<file path="src/rtl/coder_pkg.sv">
// coder_pkg: shared types for the quadrature step generator.
// Holds the FSM state type, the four (A,B) quadrature encodings and the
// helper that advances the quadrature state by one transition.
package coder_pkg;

    typedef enum logic [0:0] {
        StIdle,
        StRun
    } coder_state_e;

    // (A,B) encodings, A in bit 1, B in bit 0.
    localparam logic [1:0] QuadS0 = 2'b00;
    localparam logic [1:0] QuadS1 = 2'b01;
    localparam logic [1:0] QuadS2 = 2'b11;
    localparam logic [1:0] QuadS3 = 2'b10;

    // Plus walks S0->S1->S2->S3->S0, minus walks the same ring backwards.
    function automatic logic [1:0] quad_next(input logic [1:0] ab, input logic minus);
        logic [1:0] nxt;
        case (ab)
            QuadS0:  nxt = minus ? QuadS3 : QuadS1;
            QuadS1:  nxt = minus ? QuadS0 : QuadS2;
            QuadS2:  nxt = minus ? QuadS1 : QuadS3;
            default: nxt = minus ? QuadS2 : QuadS0;
        endcase
        return nxt;
    endfunction

endpackage

</file>
<file path="src/rtl/coder_gen_if.sv">
// coder_gen_if: request/status bundle of the quadrature step generator.
// o_coder_Z exists only when CODER_GEN_INDEX_EN is defined.
interface coder_gen_if #(
    parameter int unsigned P_PEND_W   = 8,
    parameter int unsigned P_PERIOD_W = 16
);
    logic                       i_en;
    logic                       i_plus_pulse;
    logic                       i_minus_pulse;
    logic [P_PERIOD_W-1:0]      i_edge_period;
    logic                       i_ovf_clr;
    logic                       o_coder_A;
    logic                       o_coder_B;
`ifdef CODER_GEN_INDEX_EN
    logic                       o_coder_Z;
`endif
    logic                       o_busy;
    logic signed [P_PEND_W-1:0] o_pending;
    logic                       o_overflow;

`ifdef CODER_GEN_INDEX_EN
    modport master (
        output i_en, i_plus_pulse, i_minus_pulse, i_edge_period, i_ovf_clr,
        input  o_coder_A, o_coder_B, o_coder_Z, o_busy, o_pending, o_overflow
    );
    modport slave (
        input  i_en, i_plus_pulse, i_minus_pulse, i_edge_period, i_ovf_clr,
        output o_coder_A, o_coder_B, o_coder_Z, o_busy, o_pending, o_overflow
    );
`else
    modport master (
        output i_en, i_plus_pulse, i_minus_pulse, i_edge_period, i_ovf_clr,
        input  o_coder_A, o_coder_B, o_busy, o_pending, o_overflow
    );
    modport slave (
        input  i_en, i_plus_pulse, i_minus_pulse, i_edge_period, i_ovf_clr,
        output o_coder_A, o_coder_B, o_busy, o_pending, o_overflow
    );
`endif

endinterface

</file>
<file path="src/rtl/coder_gen_pend.sv">
// coder_gen_pend: saturating signed count of requested-but-unstarted steps.
// Saturates symmetrically at +/-(2^(P_PEND_W-1)-1) and raises a sticky overflow.
module coder_gen_pend #(
    parameter int unsigned P_PEND_W = 8
) (
    input  logic                       i_clk,
    input  logic                       i_rst,
    input  logic                       i_plus,
    input  logic                       i_minus,
    input  logic                       i_take,
    input  logic                       i_ovf_clr,
    output logic signed [P_PEND_W-1:0] o_pending,
    output logic                       o_overflow
);
    // Two guard bits hold any pending +/- 2 without wrapping.
    localparam int unsigned SumW = P_PEND_W + 2;
    localparam logic signed [SumW-1:0] PendMax = SumW'((1 << (P_PEND_W - 1)) - 1);
    localparam logic signed [SumW-1:0] PendMin = -PendMax;

    logic signed [P_PEND_W-1:0] pending_q, pending_d;
    logic                       overflow_q, overflow_d;
    logic signed [SumW-1:0]     req_delta;
    logic signed [SumW-1:0]     take_delta;
    logic signed [SumW-1:0]     sum;

    // Combine request and step-start adjustment, then clamp
    always_comb begin
        req_delta = '0;
        if (i_plus && !i_minus) begin
            req_delta = SumW'(1);
        end else if (i_minus && !i_plus) begin
            req_delta = SumW'(-1);
        end

        // A started step moves the count one toward zero.
        take_delta = '0;
        if (i_take) begin
            take_delta = (pending_q > 0) ? SumW'(-1) : SumW'(1);
        end

        sum        = SumW'(pending_q) + req_delta + take_delta;
        pending_d  = sum[P_PEND_W-1:0];
        overflow_d = overflow_q;
        if (i_ovf_clr) begin
            overflow_d = 1'b0;
        end
        // A fresh saturation wins over a simultaneous clear.
        if (sum > PendMax) begin
            pending_d  = PendMax[P_PEND_W-1:0];
            overflow_d = 1'b1;
        end else if (sum < PendMin) begin
            pending_d  = PendMin[P_PEND_W-1:0];
            overflow_d = 1'b1;
        end
    end

    // Counter and sticky flag registers
    always_ff @(posedge i_clk) begin
        if (i_rst) begin
            pending_q  <= '0;
            overflow_q <= 1'b0;
        end else begin
            pending_q  <= pending_d;
            overflow_q <= overflow_d;
        end
    end

    assign o_pending  = pending_q;
    assign o_overflow = overflow_q;

endmodule

</file>
<file path="src/rtl/coder_gen.sv">
// coder_gen: converts plus/minus step requests into quadrature A/B edges.
// Define CODER_GEN_INDEX_EN to add the position counter and o_coder_Z index pulse.
module coder_gen
    import coder_pkg::*;
#(
    parameter int unsigned P_PEND_W      = 8,
    parameter int unsigned P_PERIOD_W    = 16,
    parameter int unsigned P_INDEX_STEPS = 1000
) (
    input logic        i_clk,
    input logic        i_rst,
    coder_gen_if.slave bus
);

    logic signed [P_PEND_W-1:0] pending;
    logic                       overflow;
    logic                       take;
    logic                       trans;
    logic                       step_done;
    logic [P_PERIOD_W-1:0]      eff_period;

    coder_state_e          state_q, state_d;
    logic [1:0]            ab_q, ab_d;
    logic                  minus_q, minus_d;
    logic [1:0]            phase_q, phase_d;
    logic [P_PERIOD_W-1:0] period_q, period_d;
    logic [P_PERIOD_W-1:0] timer_q, timer_d;

    coder_gen_pend #(
        .P_PEND_W(P_PEND_W)
    ) u_pend (
        .i_clk     (i_clk),
        .i_rst     (i_rst),
        .i_plus    (bus.i_plus_pulse),
        .i_minus   (bus.i_minus_pulse),
        .i_take    (take),
        .i_ovf_clr (bus.i_ovf_clr),
        .o_pending (pending),
        .o_overflow(overflow)
    );

    // Transition timing and step-start decision
    always_comb begin
        trans      = (state_q == StRun) && (timer_q == '0);
        step_done  = trans && (phase_q == 2'd3);
        // A new step starts from IDLE or on the edge that finishes the previous one.
        take       = bus.i_en && (pending != '0) && ((state_q == StIdle) || step_done);
        eff_period = (bus.i_edge_period == '0) ? P_PERIOD_W'(1) : bus.i_edge_period;
    end

    // FSM and quadrature next state
    always_comb begin
        state_d  = state_q;
        ab_d     = ab_q;
        minus_d  = minus_q;
        phase_d  = phase_q;
        period_d = period_q;
        timer_d  = timer_q;

        unique case (state_q)
            StIdle: begin
                if (take) begin
                    state_d = StRun;
                end
            end
            StRun: begin
                if (trans) begin
                    ab_d    = quad_next(ab_q, minus_q);
                    phase_d = phase_q + 2'd1;
                    timer_d = period_q - P_PERIOD_W'(1);
                    if (step_done && !take) begin
                        state_d = StIdle;
                    end
                end else begin
                    timer_d = timer_q - P_PERIOD_W'(1);
                end
            end
            default: state_d = StIdle;
        endcase

        // Direction and period are frozen for the whole step.
        if (take) begin
            minus_d  = (pending < 0);
            period_d = eff_period;
            timer_d  = eff_period - P_PERIOD_W'(1);
            phase_d  = 2'd0;
        end
    end

    // FSM registers; reset abandons any partial step
    always_ff @(posedge i_clk) begin
        if (i_rst) begin
            state_q  <= StIdle;
            ab_q     <= QuadS0;
            minus_q  <= 1'b0;
            phase_q  <= 2'd0;
            period_q <= P_PERIOD_W'(1);
            timer_q  <= '0;
        end else begin
            state_q  <= state_d;
            ab_q     <= ab_d;
            minus_q  <= minus_d;
            phase_q  <= phase_d;
            period_q <= period_d;
            timer_q  <= timer_d;
        end
    end

    assign bus.o_coder_A  = ab_q[1];
    assign bus.o_coder_B  = ab_q[0];
    assign bus.o_busy     = (state_q == StRun);
    assign bus.o_pending  = pending;
    assign bus.o_overflow = overflow;

`ifdef CODER_GEN_INDEX_EN
    localparam int unsigned PosW = (P_INDEX_STEPS > 1) ? $clog2(P_INDEX_STEPS) : 1;
    localparam logic [PosW-1:0] PosLast = PosW'(P_INDEX_STEPS - 1);

    logic [PosW-1:0]       pos_q, pos_d;
    logic                  z_q, z_d;
    logic [P_PERIOD_W-1:0] z_timer_q, z_timer_d;

    // Position tracking and index pulse timing
    always_comb begin
        pos_d     = pos_q;
        z_d       = z_q;
        z_timer_d = z_timer_q;
        if (z_q) begin
            if (z_timer_q == '0) begin
                z_d = 1'b0;
            end else begin
                z_timer_d = z_timer_q - P_PERIOD_W'(1);
            end
        end
        if (step_done) begin
            if (minus_q) begin
                pos_d = (pos_q == '0) ? PosLast : pos_q - PosW'(1);
            end else begin
                pos_d = (pos_q == PosLast) ? '0 : pos_q + PosW'(1);
            end
            // Z lasts one period of the step that just completed.
            if (pos_d == '0) begin
                z_d       = 1'b1;
                z_timer_d = period_q - P_PERIOD_W'(1);
            end
        end
    end

    // Position and index registers
    always_ff @(posedge i_clk) begin
        if (i_rst) begin
            pos_q     <= '0;
            z_q       <= 1'b0;
            z_timer_q <= '0;
        end else begin
            pos_q     <= pos_d;
            z_q       <= z_d;
            z_timer_q <= z_timer_d;
        end
    end

    assign bus.o_coder_Z = z_q;
`else
    logic unused_index_steps;
    assign unused_index_steps = ^P_INDEX_STEPS;
`endif

endmodule
</file>
<file path="src/flat_wrapper.sv">
// flat-port wrapper written by rule: the top's interface ports become plain ports
module coder_gen_flat import coder_pkg::*;
#(
    parameter int unsigned P_PEND_W      = 8,
    parameter int unsigned P_PERIOD_W    = 16,
    parameter int unsigned P_INDEX_STEPS = 1000
)
  (i_clk, i_rst, bus_i_en, bus_i_plus_pulse, bus_i_minus_pulse, bus_i_edge_period, bus_i_ovf_clr, bus_o_coder_A, bus_o_coder_B, bus_o_busy, bus_o_pending, bus_o_overflow);
  coder_gen_if #(.P_PEND_W(P_PEND_W), .P_PERIOD_W(P_PERIOD_W)) bus_i ();
  input logic i_clk;
  input logic i_rst;
  input wire logic [$bits(bus_i.i_en)-1:0] bus_i_en;
  input wire logic [$bits(bus_i.i_plus_pulse)-1:0] bus_i_plus_pulse;
  input wire logic [$bits(bus_i.i_minus_pulse)-1:0] bus_i_minus_pulse;
  input wire logic [$bits(bus_i.i_edge_period)-1:0] bus_i_edge_period;
  input wire logic [$bits(bus_i.i_ovf_clr)-1:0] bus_i_ovf_clr;
  output wire logic [$bits(bus_i.o_coder_A)-1:0] bus_o_coder_A;
  output wire logic [$bits(bus_i.o_coder_B)-1:0] bus_o_coder_B;
  output wire logic [$bits(bus_i.o_busy)-1:0] bus_o_busy;
  output wire logic [$bits(bus_i.o_pending)-1:0] bus_o_pending;
  output wire logic [$bits(bus_i.o_overflow)-1:0] bus_o_overflow;
  assign bus_i.i_en = bus_i_en;
  assign bus_i.i_plus_pulse = bus_i_plus_pulse;
  assign bus_i.i_minus_pulse = bus_i_minus_pulse;
  assign bus_i.i_edge_period = bus_i_edge_period;
  assign bus_i.i_ovf_clr = bus_i_ovf_clr;
  assign bus_o_coder_A = bus_i.o_coder_A;
  assign bus_o_coder_B = bus_i.o_coder_B;
  assign bus_o_busy = bus_i.o_busy;
  assign bus_o_pending = bus_i.o_pending;
  assign bus_o_overflow = bus_i.o_overflow;
  coder_gen #(.P_PEND_W(P_PEND_W), .P_PERIOD_W(P_PERIOD_W), .P_INDEX_STEPS(P_INDEX_STEPS)) u_core (.i_clk(i_clk), .i_rst(i_rst), .bus(bus_i));
endmodule
</file>
<file path="config.mk">
export PLATFORM = sky130hd
export DESIGN_NAME = coder_gen_flat
export DESIGN_NICKNAME = d
export VERILOG_FILES = /design/src/rtl/coder_pkg.sv /design/src/rtl/coder_gen_if.sv /design/src/rtl/coder_gen_pend.sv /design/src/rtl/coder_gen.sv /design/src/flat_wrapper.sv
export SDC_FILE = /design/constraint.sdc
export NUM_CORES = 1
export LEC_CHECK = 0
export BUFFER_PORTS_ARGS = -buffer_cell sky130_fd_sc_hd__buf_2
export CORE_UTILIZATION = 30
export CTS_BUF_LIST = sky130_fd_sc_hd__clkbuf_16
export DETAILED_ROUTE_END_ITERATION = 10
export PLACE_DENSITY = 0.53
export SETUP_SLACK_MARGIN = 0.4
export SYNTH_ARGS = -nofsm -noshare
export SYNTH_HDL_FRONTEND = slang
export SYNTH_HIERARCHICAL = 1
export SYNTH_SLANG_ARGS = --single-unit
export TNS_END_PERCENT = 5
</file>
<file path="constraint.sdc">
create_clock -name i_clk -period 6.84 [get_ports i_clk]
set_clock_uncertainty 0.1 [all_clocks]
set_input_delay 0.684 -clock i_clk [delete_from_list [all_inputs] [get_ports i_clk]]
set_output_delay 0.684 -clock i_clk [all_outputs]
set_load 0.01 [all_outputs]
</file>
# After elaboration in Yosys (flattened, before gate mapping)

Cells that the tools add are included.

Register bits: 47
Input bits: 22

Add/sub/neg operators: 6
Order comparisons: 4
Equal/unequal tests: 3
Multiplexer cells: 22
Bitwise gates (word level): 1
Reductions and logical operators: 20

Operators by type and width:

| cell                                                | count |
|---|---|
| two-way mux 16 bit                                  | 4 |
| subtractor 16 x 1 -> 16 bit, second input constant  | 3 |
| two-way mux 10 bit                                  | 4 |
| logical NOT 16 bit                                  | 2 |
| adder 10 bit                                        | 1 |
| adder 8 x 10 -> 10 bit                              | 1 |
| > comparator 10 x 8 -> 1 bit, second input constant | 1 |
| < comparator 10 x 8 -> 1 bit, second input constant | 1 |
| > comparator 8 x 1 -> 1 bit, second input constant  | 1 |
| < comparator 8 x 1 -> 1 bit, second input constant  | 1 |
| two-way mux 2 bit                                   | 4 |
| two-way mux 8 bit                                   | 1 |
| nonzero test 8 bit                                  | 1 |
| logical AND 1 bit                                   | 7 |
| two-way mux 7 bit                                   | 1 |
| two-way mux 1 bit                                   | 6 |
| case mux 2 bit (3 select lines)                     | 1 |
| equality test 2 bit, second input constant          | 2 |
| OR reduction 2 bit                                  | 2 |
| logical NOT 1 bit                                   | 3 |
| nonzero test 3 bit                                  | 1 |
| adder 2 x 1 -> 2 bit, second input constant         | 1 |
| equality test 2 x 1 -> 1 bit, second input constant | 1 |
| logical NOT 2 bit                                   | 1 |
| other kinds (5)                                     | 5 |

# Logic depth before layout (Yosys ltp)

Gate-level depths: netlist of run 1.

Word-level depth: 10
Gate-level depth with buffers: 19
Gate-level depth less buffers: 17

# Modules after synthesis

Netlist of run 1, hierarchy kept.

By module, submodules not included:

| module         | instances | cells an instance | area each (um^2) | seq. area each (um^2) |
|---|---|---|---|---|
| coder_gen      | 1         | 289               | 2312.2           | 760.7 |
| coder_gen_pend | 1         | 100               | 932.1            | 180.2 |

# Worst setup path before layout of run 1

Ideal clock, no wire load.

Path type: input-to-reg
From: in bus_i_en
To: reg u_core.u_pend.pending_q[0], in the netlist u_core/u_pend/o_pending[0]
Library setup time: 0.124 ns
Arrival time: 4.795 ns
Setup slack: 1.821 ns
Cell stages on the path: 18
Path through: inv_1 a211oi_1 a31oi_4 inv_6 clkbuf_1 clkbuf_1 inv_1 a211o_1 fa_1 inv_1 ha_1 fa_1 a21o_1 a221oi_2 xnor2_1 a21bo_1 o32ai_2 a21oi_1

Cells in the longest elaborated chain, start to end: 7
Elaborated cells between the ends (all ways): 8

Ends and longest elaborated chain:

| what                             | line                 | RTL |
|---|---|---|
| start: declaration               | flat_wrapper.sv:12   | `input wire logic [$bits(bus_i.i_en)-1:0] bus_i_en;` |
| logical AND 1 bit * (2 in a row) | coder_gen.sv:47      | `take = bus.i_en && (pending != '0) && ((state_q == StIdle) \|\| step_done);` |
| named net u_core.take            | coder_gen.sv:17      | `logic take;` |
| two-way mux 10 bit *             | coder_gen_pend.sv:37 | `if (i_take) begin` |
| adder 10 bit *                   | coder_gen_pend.sv:41 | `sum = SumW'(pending_q) + req_delta + take_delta;` |
| < comparator 10 x 8 -> 1 bit     | coder_gen_pend.sv:51 | `end else if (sum < PendMin) begin` |
| two-way mux 8 bit                | coder_gen_pend.sv:51 |  |
| two-way mux 7 bit *              | coder_gen_pend.sv:48 | `if (sum > PendMax) begin` |
| end signal: assignment           | coder_gen_pend.sv:63 | `pending_q <= pending_d;` |
| end: declaration                 | coder_gen_pend.sv:20 | `logic signed [P_PEND_W-1:0] pending_q, pending_d;` |

Mark *: on every way through the listed nets, which the timed path passes. The rest lies on a longest branch.
A chain may end at the register's enable or synchronous reset.

# Worst setup path in the final report of run 1

From: reg u_core.timer_q[8]
To: reg u_core.u_pend.overflow_q, in the netlist u_core/u_pend/o_overflow

Cells in the longest elaborated chain, start to end: 10
Elaborated cells between the ends (all ways): 12

Ends and longest elaborated chain:

| what                         | line                 | RTL |
|---|---|---|
| start: declaration           | coder_gen.sv:27      | `logic [P_PERIOD_W-1:0] timer_q, timer_d;` |
| start signal: assignment     | coder_gen.sv:105     | `timer_q <= timer_d;` |
| logical NOT 16 bit *         | coder_gen.sv:44      | `trans = (state_q == StRun) && (timer_q == '0);` |
| logical AND 1 bit *          | coder_gen.sv:44      |  |
| logical AND 1 bit *          | coder_gen.sv:45      | `step_done = trans && (phase_q == 2'd3);` |
| logical OR 1 bit *           | coder_gen.sv:47      |  |
| logical AND 1 bit *          | coder_gen.sv:47      |  |
| two-way mux 10 bit *         | coder_gen_pend.sv:37 |  |
| adder 10 bit *               | coder_gen_pend.sv:41 |  |
| < comparator 10 x 8 -> 1 bit | coder_gen_pend.sv:51 |  |
| two-way mux 1 bit            | coder_gen_pend.sv:51 |  |
| two-way mux 1 bit            | coder_gen_pend.sv:48 |  |
| end signal: assignment       | coder_gen_pend.sv:64 | `overflow_q <= overflow_d;` |
| end: declaration             | coder_gen_pend.sv:21 | `logic overflow_q, overflow_d;` |

Mark *: on every way between the ends. The rest lies on a longest branch, timed or not.

==> results of run 1 <==
==> cell usage in the layout, fill, tap and decap left out, drive strengths merged, types with 8 or more instances in the layout <==
| cell type | n |
|---|---|
| xnor2 | 14 |
| dfxtp | 47 |
| o21ai | 16 |
| buf | 36 |
| fa | 9 |
| ha | 11 |
| nor2 | 33 |
| mux2i | 8 |
| nand2 | 55 |
| a21oi | 41 |
| a211oi | 16 |
| inv | 23 |
| nor3 | 17 |
==> synth_stat cells (4+ instances only) <==
cell type and number:
nand2_1 55, dfxtp_1 47, a21oi_1 41, nor2_1 33, inv_1 21, nor3_1 14
xnor2_1 14, o21ai_0 13, a211oi_1 11, ha_1 11, clkbuf_1 10, fa_1 9
a311oi_1 6, a31oi_1 6, mux2i_1 6, or3_1 6, a211oi_2 5, nand2b_1 5
nand3_1 4
==> sequential cells by signal, summed over array words and instances, names as in the netlist <==
name                      cells
u_core/period_q              16
u_core/timer_q               16
u_core/u_pend/o_pending       8
u_core/ab_q                   2
u_core/phase_q                2
u_core/bus.o_busy             1
u_core/minus_q                1
u_core/u_pend/o_overflow      1
==> worst register-to-register path: stages (launching register included) <==
cell,delay (ns)
dfxtp_1,0.35
nor3_1,0.37
and2_1,0.40
a31oi_4,0.17
inv_6,0.27
inv_1,0.13
a211o_1,0.34
inv_1,0.24
fa_1,0.51
fa_1,0.46
a21o_1,0.22
a221oi_2,0.26
xnor2_1,0.23
a21bo_1,0.29
o32ai_2,0.30
a21oi_1,0.10
==> per-layer routing <==
metal	vias up	share of wire, %
met5	-	0
met4	0	0.30
met3	2	3.8
met2	57	50
met1	1394	46
li1	1448	-
==> stage by stage <==
step | hold slack [ns] | util, % | std cells
6_report | 0.362 | 35.7 | 553
5_1_grt | 0.379 | 35.7 | 553
4_1_cts | 0.362 | 35.7 | 553
3_5_place_dp | 0.353 | 33.9 | 545
3_3_place_gp | 0.347 | 33.9 | 545
2_1_floorplan | 0.336 | - | 389
==> power breakdown <==
part	switching (uW)	internal, uW	leakage [uW]
Clock	102	208	0.0000952
Sequential	79.9	334	0.000388
Combinational	497	363	0.000990
==> cell type report <==
cell class,instances,area (um2)
fill,1085,6700
multi-input combinational,304,2140
sequential,47,941
timing repair buffer,36,188
tap,136,170
clock buffer,5,125
inverter,22,87.6
clock inverter,3,63.8
==> worst paths after layout <==
kind / from / to / slack [ns] / cells after the start
setup reg to reg: u_core/timer_q[8] / u_core/u_pend/o_overflow / 1.93 / 15
setup / recovery: u_core/timer_q[8] / u_core/u_pend/o_overflow / 1.93 / 15
hold reg to reg: u_core/period_q[15] / u_core/period_q[15] / 0.36 / 2
hold / removal: u_core/period_q[15] / u_core/period_q[15] / 0.36 / 2
==> logic make-up (layout without fill, tap and decap cells) <==
family | after synthesis | in the layout | share of synthesized area [%]
multiplexers | 9 | 9 | 3.59
AND/OR/NAND/NOR | 143 | 143 | 23.2
buffers and inverters | 38 | 66 | 5.01
AO/OA/AOI/OAI | 115 | 115 | 24.8
XOR/XNOR | 17 | 17 | 4.59
flip-flops | 47 | 47 | 29.0
adder cells (fa/ha/maj) | 20 | 20 | 9.80
==> reports/results.ini, run 1 <==
[grt]
grtUsageTotal_pct=15.8
grt_max_degree=44
grt_use_met2_pct=27.0
grt_pass1_wl_mm=14.4
top_usage_layer=met2
grt.met3_usage_pct=2.58
grt_antenna_before_repair=0
grtUsageMet1_pct=21.1
globalRoute.totalOverflow=0
grt_pass1_vias=2863

[cts]
postCtsResizedCells=0
numClockSinks=47
clk_pin_slew_ns=0.06
post_cts_buffers=0
cts_hold_buf=0
cts_tree=yes
htree_num_levels=2
clk_path_buf_depth=2
worstSkewPairLatency_ns=0.28
cts_root_buf=clkbuf_16
cts_buffers=5

[place]
place_ws_ns=1.83
gp_congestion=0.803
io_buffers=33
hpwlAfterDp_mm=6.13
dpl_cell_area_um2=3530

[drt]
viasPerCell=5.25
antenna_left=0
drc=0
first_pass_iters=5
wl_per_cell_um=15.3
wirelength_mm=8.45
vias=2901
initialDrtViolationCount=186

[floorplan]
die_area_um2=11200
die_h_um=106
start_util_pct=31.1
fp.dieW_um=106
ios=34
coreArea_um2=10400
rows=37

[worst_setup_path]
worst_path_dominant_cell_family=compound AO/OA/AOI/OAI gates
path_buf_inv=3
worstPathCellList=nor3_1 -> and2_1 -> a31oi_4 -> inv_6 -> inv_1 -> a211o_1 -> inv_1 -> fa_1 -> fa_1 -> a21o_1 -> a221oi_2 -> xnor2_1 -> a21bo_1 -> o32ai_2 -> a21oi_1
critPathMaxFanout=36
cp-end-kind=register
critPathArrivalTime_ns=4.94
cp_slowest_stage_delay_ns=0.51
slowest_stage=fa_1
cp.required_ns=6.87
startpoint_type=register
crit_type=register to register

[yosys]
netlist-cell-type-count=67
yosysSeqAreaShare_pct=29.0
yosysTopAreaCell=dfxtp_1
synth_warnings=6
synth-edff-count=0
syn_inst=389
synth_nets=431
synth-seq-cells=47
synth_top_cell_area_share_pct=29.0
synthArstFlopShare_pct=0
postSynthAreaPerCell_um2=8.34
syn_area_um2=3240
ys_top_cells_by_area=dfxtp_1 (29%), nand2_1 (6.4%), a21oi_1 (6.3%)
synth-main-ff-cell=dfxtp_1

[finish]
final_nets=458
area_growth_pct=14.5
layout-drive-gt1-share_pct=16.8
design_area_um2=3720
antenna_cells=0

[sta]
max_slew.worst_pin.slew_ns=0.842
finalHoldViolCount=0
rsz0062_at_grt=no
period_share_pct=71.7
maxSlewHeadroom_pct=43.9
tns_ns=0
final.setup.worst_slack_ns=1.93
fmaxAchievable_mhz=204
slew_viol_final=0
finalCriticalPeriod_ns=4.91
setup_viol=0

[pwr]
p_total_uw=1580
ir_drop_uv=298
p_leak_uw=0.00147
powerDensity_nw_per_um2=426

[worst_hold_path]
hold_class=register to register

[flow_run]
cap_violations=0

[outcome]
status=finished, final reports clean

Note: power is estimated with default switching activity, not from simulation.
==> run 2: changes to the inputs <==
ABC_AREA = 1   (was default)
PLACE_DENSITY = 0.55   (was 0.53)
clock period = 4.01 ns   (was 6.84 ns; I/O delays follow)
==> run 2 against run 1 <==
Wire length increased by 2.5%. Die area rose by 0.96%. Critical endpoint unchanged. Sequential share of layout area is 0.83 points lower. Combinational power is 94% higher. Final area up 4.3%. Final cell count grew 21%. Maximum frequency up 39%. Global-route usage up 0.33 points. Highest routed layer unchanged. Area after synthesis up 0.96%.
==> reports/results.ini, run 2 <==
[worst_setup_path]
path_buf_inv=5  ; was 3
slowest_stage=fa_1  ; unchanged
critPathMaxFanout=7  ; was 36
cp_slowest_stage_delay_ns=0.53  ; was 0.51 ns
startpoint_type=register  ; unchanged
crit_type=register to register  ; unchanged
cp.required_ns=4.09  ; was 6.87 ns
critPathLaunch=u_core/timer_q[3]  ; was u_core/timer_q[8]
r2r_start=u_core/timer_q[3]  ; was u_core/timer_q[8]
worst_path_dominant_cell_family=simple AND/OR/NAND/NOR gates  ; was compound AO/OA/AOI/OAI gates
critPathArrivalTime_ns=3.62  ; was 4.94 ns
path_common_cell=nand2_2
cp-end-kind=register  ; unchanged

[yosys]
syn_inst=499  ; was 389
synthSimpleGateAreaFrac_pct=33.7  ; was 23.2%
synth-edff-count=0  ; unchanged
synthArstFlopShare_pct=0  ; unchanged
yosysTopAreaCell=dfxtp_1  ; unchanged
syn_area_um2=3280  ; was 3240 um2
yosysMostFrequentCell=nand2_1  ; unchanged
synth-xor-area-share_pct=0.802  ; was 4.59%
synth_top_family_by_area=simple AND/OR/NAND/NOR gates  ; was compound AO/OA/AOI/OAI gates
yosysSeqAreaShare_pct=28.7  ; was 29.0%
postSynthAreaPerCell_um2=6.56  ; was 8.34 um2
synthAdderAreaFrac_pct=9.70  ; was 9.80%
muxShareOfSynthArea_pct=0  ; was 3.59%
synth_top_cell_area_share_pct=28.7  ; was 29.0%
synth-seq-cells=47  ; unchanged
synth_warnings=6  ; unchanged
synth_compound_area_share_pct=14.1  ; was 24.8%
ys_top_cells_by_area=dfxtp_1 (29%), nand2_1 (12%), inv_1 (10%)  ; was dfxtp_1 (29%), nand2_1 (6.4%), a21oi_1 (6.3%)
synth-main-ff-cell=dfxtp_1  ; unchanged
synth_nets=541  ; was 431
ys_top_cells_by_count=nand2_1 (104), inv_1 (90), nor2_1 (55)  ; was nand2_1 (55), dfxtp_1 (47), a21oi_1 (41)
netlist-cell-type-count=37  ; was 67

[sta]
slew_viol_final=0  ; unchanged
finalHoldViolCount=0  ; unchanged
tns_ns=0  ; unchanged
setup_viol=0  ; unchanged
rsz0062_at_grt=yes  ; was no
finalCriticalPeriod_ns=3.53  ; was 4.91 ns
fmaxAchievable_mhz=283  ; was 204 MHz
maxSlewHeadroom_pct=44.0  ; was 43.9%
max_slew.worst_pin.slew_ns=0.838  ; was 0.842 ns
period_share_pct=88.1  ; was 71.7%

[finish]
antenna_cells=0  ; unchanged
final_util_pct=37.1  ; was 35.7%
fillers=1147  ; was 1085
layout-drive-gt1-share_pct=20.5  ; was 16.8%
area_growth_pct=18.4  ; was 14.5%
final_nets=574  ; was 458
seqCellArea_um2=950  ; was 941 um2
multi_input_comb_area_um2=2020  ; was 2140 um2
final_common_cell=nand2_1  ; unchanged
layout_common_cells=nand2_1 (103), inv_1 (85), nor2_1 (48), nand3_1 (46), dfxtp_1 (40)  ; was nand2_1 (55), dfxtp_1 (47), a21oi_1 (41), buf_2 (33), nor2_1 (33)

[outcome]
status=finished, final reports clean  ; unchanged

[grt]
grt_antenna_before_repair=0  ; unchanged
grt_pass1_vias=3018  ; was 2863
globalRoute.totalOverflow=0  ; unchanged
grtUsageTotal_pct=16.2  ; was 15.8%
grt_max_degree=31  ; was 44
grt_pass1_wl_mm=14.5  ; was 14.4 mm

[pwr]
p_leak_uw=0.00196  ; was 0.00147 uW
ir_drop_uv=214  ; was 298 uV
p_total_uw=2810  ; was 1580 uW
powerDensity_nw_per_um2=725  ; was 426 nW/um2

[cts]
cts_buffers=5  ; unchanged
clk_pin_slew_ns=0.06  ; about the same
htree_num_levels=2  ; unchanged
cts_root_buf=clkbuf_16  ; unchanged
clk_path_buf_depth=2  ; unchanged
worstSkewPairLatency_ns=0.29  ; was 0.28 ns
numClockSinks=47  ; unchanged
cts_tree=yes  ; unchanged
cts_hold_buf=0  ; unchanged

[drt]
viasPerCell=4.75  ; was 5.25
initialDrtViolationCount=114  ; was 186
wl_per_cell_um=12.9  ; was 15.3 um
vias=3181  ; was 2901
drc=0  ; unchanged
wirelength_mm=8.66  ; was 8.45 mm
antenna_left=0  ; unchanged
first_pass_iters=4  ; was 5

[worst_hold_path]
hold_class=input port to register  ; was register to register
hold_path_startpoint=bus_i_edge_period[15]  ; was u_core/period_q[15]

[floorplan]
die_area_um2=11300  ; was 11200 um2
die_h_um=106  ; about the same
ios=34  ; unchanged
coreArea_um2=10500  ; was 10400 um2
fp.dieW_um=106  ; about the same
rows=37  ; unchanged
start_util_pct=31.3  ; was 31.1%

[place]
hpwlAfterDp_mm=6.41  ; was 6.13 mm
io_buffers=33  ; unchanged
gp_congestion=0.810  ; was 0.803

[flow_run]
cap_violations=0  ; unchanged

[run 2: cell types whose count changed after synthesis, sizes merged, moves of 15 or more]
cell   change
nand3     +47
a21oi     -29
inv       +71
nor3      -15
nor2      +30
nand2     +64
[run 2: cell type report]
type / count / area share, %
flip-flops and latches: 47 / 24.5
well taps: 136 / 4.39
clock inverters: 3 / 1.00
inverters: 94 / 9.16
repair buffers: 40 / 5.61
multi-input cells: 344 / 52.1
clock buffers: 5 / 3.23
[run 2: power breakdown]
group          total, uW  switching (uW)  internal, uW
clock                465             175           291
combinational       1670            1030           643
sequential           674            97.8           577
[run 2: worst paths after layout]
kind / endpoint / slack (ns) / depth (start not counted)
setup reg to reg: u_core/u_pend/o_overflow / 0.48 / 26
hold / removal: u_core/period_q[15] / 0.34 / 3
hold reg to reg: u_core/phase_q[1] / 0.37 / 2
setup / recovery: u_core/u_pend/o_overflow / 0.48 / 26
[run 2: stage by stage]
| step | worst slack (ns) | hold slack [ns] | instance area, um2 | instances |
|---|---|---|---|---|
| 2_1_floorplan | 0.227 | 0.339 | 3300 | 499 |
| 3_3_place_gp | 0.417 | 0.352 | 3590 | 658 |
| 3_5_place_dp | 0.392 | 0.356 | 3590 | 658 |
| 4_1_cts | 0.407 | 0.316 | 3760 | 667 |
| 5_1_grt | 0.260 | 0.359 | 3880 | 669 |
| 6_report | 0.479 | 0.337 | 3880 | 669 |
[run 2: worst min-delay path: stages]
cell and delay [ns]:
buf_2 0.13, nand3_1 0.08, o21ai_0 0.07
[run 2: metal layers]
layer,global-route usage (%),share of wire [%],vias to the layer above
li1,-,-,1643
met1,22.8,49,1449
met2,25.2,44,80
met3,2.33,6.5,9
met4,4.99,1.4,0
met5,0,0,-
[run 2: logic make-up after synthesis]
kind of cell,count (synthesis)
AOI/OAI and AO/OA,75
xor gates and xnor gates,3
adders and majority gates,20
buffers and inverters,108
DFF,47
and+or+nand+nor,246
[run 2: repair_timing]
action | 4_1_cts | 5_1_grt
setup endpoints to repair | 7 | 8
resized for setup | 0 | 27
setup buffers | 1 | 2
pin swaps | 2 | 18
==> run 3: changes to the inputs <==
PLACE_DENSITY = 0.53   (was 0.55)
clock period = 3.35 ns   (was 4.01 ns; I/O delays follow)
==> run 3 against run 2 <==
The flow now finishes with violations (negative setup slack). Clock power increased by 6.9%. Power rose by 27%. Non-clock buffer count up 27. First-iteration DRC count increased by 75%. Wire length grew 1.2%. Flip-flop and latch count unchanged. Die area unchanged.
==> reports/results.ini, run 3 (synthesized netlist as in run 2, its figures left out) <==
[sta]
slew_viol_final=0  ; unchanged
setup_viol=8  ; was 0
finalCriticalPeriod_ns=3.52  ; was 3.53 ns
maxSlewHeadroom_pct=45.4  ; was 44.0%
fmaxAchievable_mhz=284  ; was 283 MHz
max_slew.worst_pin.slew_ns=0.818  ; was 0.838 ns
finalHoldViolCount=0  ; unchanged
rsz0062_at_grt=yes  ; unchanged
final.setup.worst_slack_ns=-0.167  ; was 0.479 ns
period_share_pct=105  ; was 88.1%

[cts]
numClockSinks=47  ; unchanged
cts_tree=yes  ; unchanged
clk_path_buf_depth=2  ; unchanged
clk_pin_slew_ns=0.07  ; was 0.06 ns
worstSkewPairLatency_ns=0.29  ; about the same
cts_root_buf=clkbuf_16  ; unchanged
cts_buffers=5  ; unchanged
htree_num_levels=2  ; unchanged

[worst_setup_path]
r2r_start=u_core/timer_q[3]  ; unchanged
setup.worst_path.end=u_core/u_pend/o_pending[0]  ; was u_core/u_pend/o_overflow
critPathArrivalTime_ns=3.61  ; was 3.62 ns
cp-end-kind=register  ; unchanged
cp_slowest_stage_delay_ns=0.52  ; was 0.53 ns
crit_type=register to register  ; unchanged
reg2reg_depth=26  ; unchanged
cp.required_ns=3.44  ; was 4.09 ns
regToRegSetupSlack_ns=-0.17  ; was 0.48 ns
critPathLaunch=u_core/timer_q[3]  ; unchanged
startpoint_type=register  ; unchanged
r2r_end=u_core/u_pend/o_pending[0]  ; was u_core/u_pend/o_overflow
slowest_stage=fa_1  ; unchanged
critPathMaxFanout=7  ; unchanged

[place]
gp_congestion=0.802  ; was 0.810
hpwlAfterDp_mm=6.64  ; was 6.41 mm
dpl_cell_area_um2=3800  ; was 3590 um2
io_buffers=33  ; unchanged
place_ws_ns=-0.187  ; was 0.392 ns

[worst_hold_path]
hold_path_startpoint=bus_i_edge_period[15]  ; unchanged
hold_class=input port to register  ; unchanged
min_delay_path_depth=3  ; unchanged

[finish]
final_common_cell=nand2_1  ; unchanged
final_nets=601  ; was 574
fillers=1126  ; was 1147
layout_common_cells=nand2_1 (101), inv_1 (86), nor2_1 (49), nand3_1 (40), dfxtp_1 (39)  ; was nand2_1 (103), inv_1 (85), nor2_1 (48), nand3_1 (46), dfxtp_1 (40)
area_growth_pct=25.3  ; was 18.4%
layout-drive-gt1-share_pct=25.2  ; was 20.5%
antenna_cells=0  ; unchanged
design_area_um2=4100  ; was 3880 um2

[grt]
grt_pass1_wl_mm=14.3  ; was 14.5 mm
grt_antenna_before_repair=0  ; unchanged
grt_pass1_vias=2960  ; was 3018
globalRoute.totalOverflow=0  ; unchanged
grt_max_degree=31  ; unchanged
grtUsageTotal_pct=16.1  ; was 16.2%

[flow_run]
cap_violations=0  ; unchanged

[outcome]
status=finished, violations left  ; was finished, final reports clean
violations=negative setup slack

[drt]
wl_per_cell_um=12.6  ; was 12.9 um
antenna_left=0  ; unchanged
dr_wl_met2_mm=3.72  ; was 3.77 mm
route.met3.wl_um=520  ; was 564 um
wirelength_mm=8.77  ; was 8.66 mm
routed.top_layer=met4  ; unchanged
vias=3281  ; was 3181
initialDrtViolationCount=200  ; was 114
first_pass_iters=4  ; unchanged
viasPerCell=4.71  ; was 4.75
drc=0  ; unchanged
m1WireLength_mm=4.49  ; was 4.20 mm

[floorplan]
die_h_um=106  ; unchanged
die_area_um2=11300  ; unchanged
ios=34  ; unchanged
start_util_pct=31.3  ; unchanged
coreArea_um2=10500  ; unchanged
rows=37  ; unchanged
fp.dieW_um=106  ; unchanged

[pwr]
powerDensity_nw_per_um2=869  ; was 725 nW/um2
p_leak_uw=0.00210  ; was 0.00196 uW
ir_drop_uv=505  ; was 214 uV

-- run 3: routing by layer --
layer	global-route usage [%]	up-vias
met5	0	-
met4	3.23	0
met3	2.94	2
met2	24.4	86
met1	23.6	1497
li1	-	1696
-- run 3: repair_timing --
item                       CTS  global route
resized for setup            3            32
setup endpoints to repair    9            13
pin swaps                    7            20
hold buffers                 0             0
hold endpoints to repair     0             0
setup buffers                1             1
-- run 3: metrics by stage --
stage / setup TNS, ns / util, % / hold slack [ns] / power [uW] / cells
CTS: -0.851 / 38.1 / 0.227 / 3380 / 695
finish: -1.15 / 39.2 / 0.232 / 3570 / 696
detailed placement: -1.29 / 36.4 / 0.361 / 2800 / 686
global route: -3.25 / 39.2 / 0.252 / 3920 / 696
floorplan: -3.32 / - / 0.300 / 2180 / 499
global placement: -0.747 / 36.4 / 0.352 / 2790 / 686
-- run 3: layout make-up --
class	count	area, um2	area share [%]
sequential	47	951	23.2
multi-input combinational	344	2060	50.2
clock inverter	3	21.3	0.518
tap	136	170	4.15
inverter	94	358	8.72
timing repair buffer	67	420	10.2
clock buffer	5	125	3.05
-- run 3: worst min path at each step --
stage,end,slack (ns)
global placement,u_core/period_q[13],0.35
floorplan,u_core/u_pend/o_pending[7],0.30
detailed placement,u_core/period_q[12],0.36
CTS,u_core/period_q[15],0.23
finish,u_core/period_q[15],0.23
global route,u_core/period_q[15],0.25
-- run 3: report_power, final --
group	total [uW]	switching (uW)	internal [uW]
clock	497	220	277
combinational	2310	1360	949
sequential	764	74.5	690
total	3570	1650	1920
-- run 3: worst max-delay path, delay by kind of cell, from the launching register on --
kind                     cells  cell delay [ns]
adder cells (fa/ha/maj)      3             1.07
buffers and inverters        5             0.25
flip-flops                   1             0.32
AND/OR/NAND/NOR             18             1.70
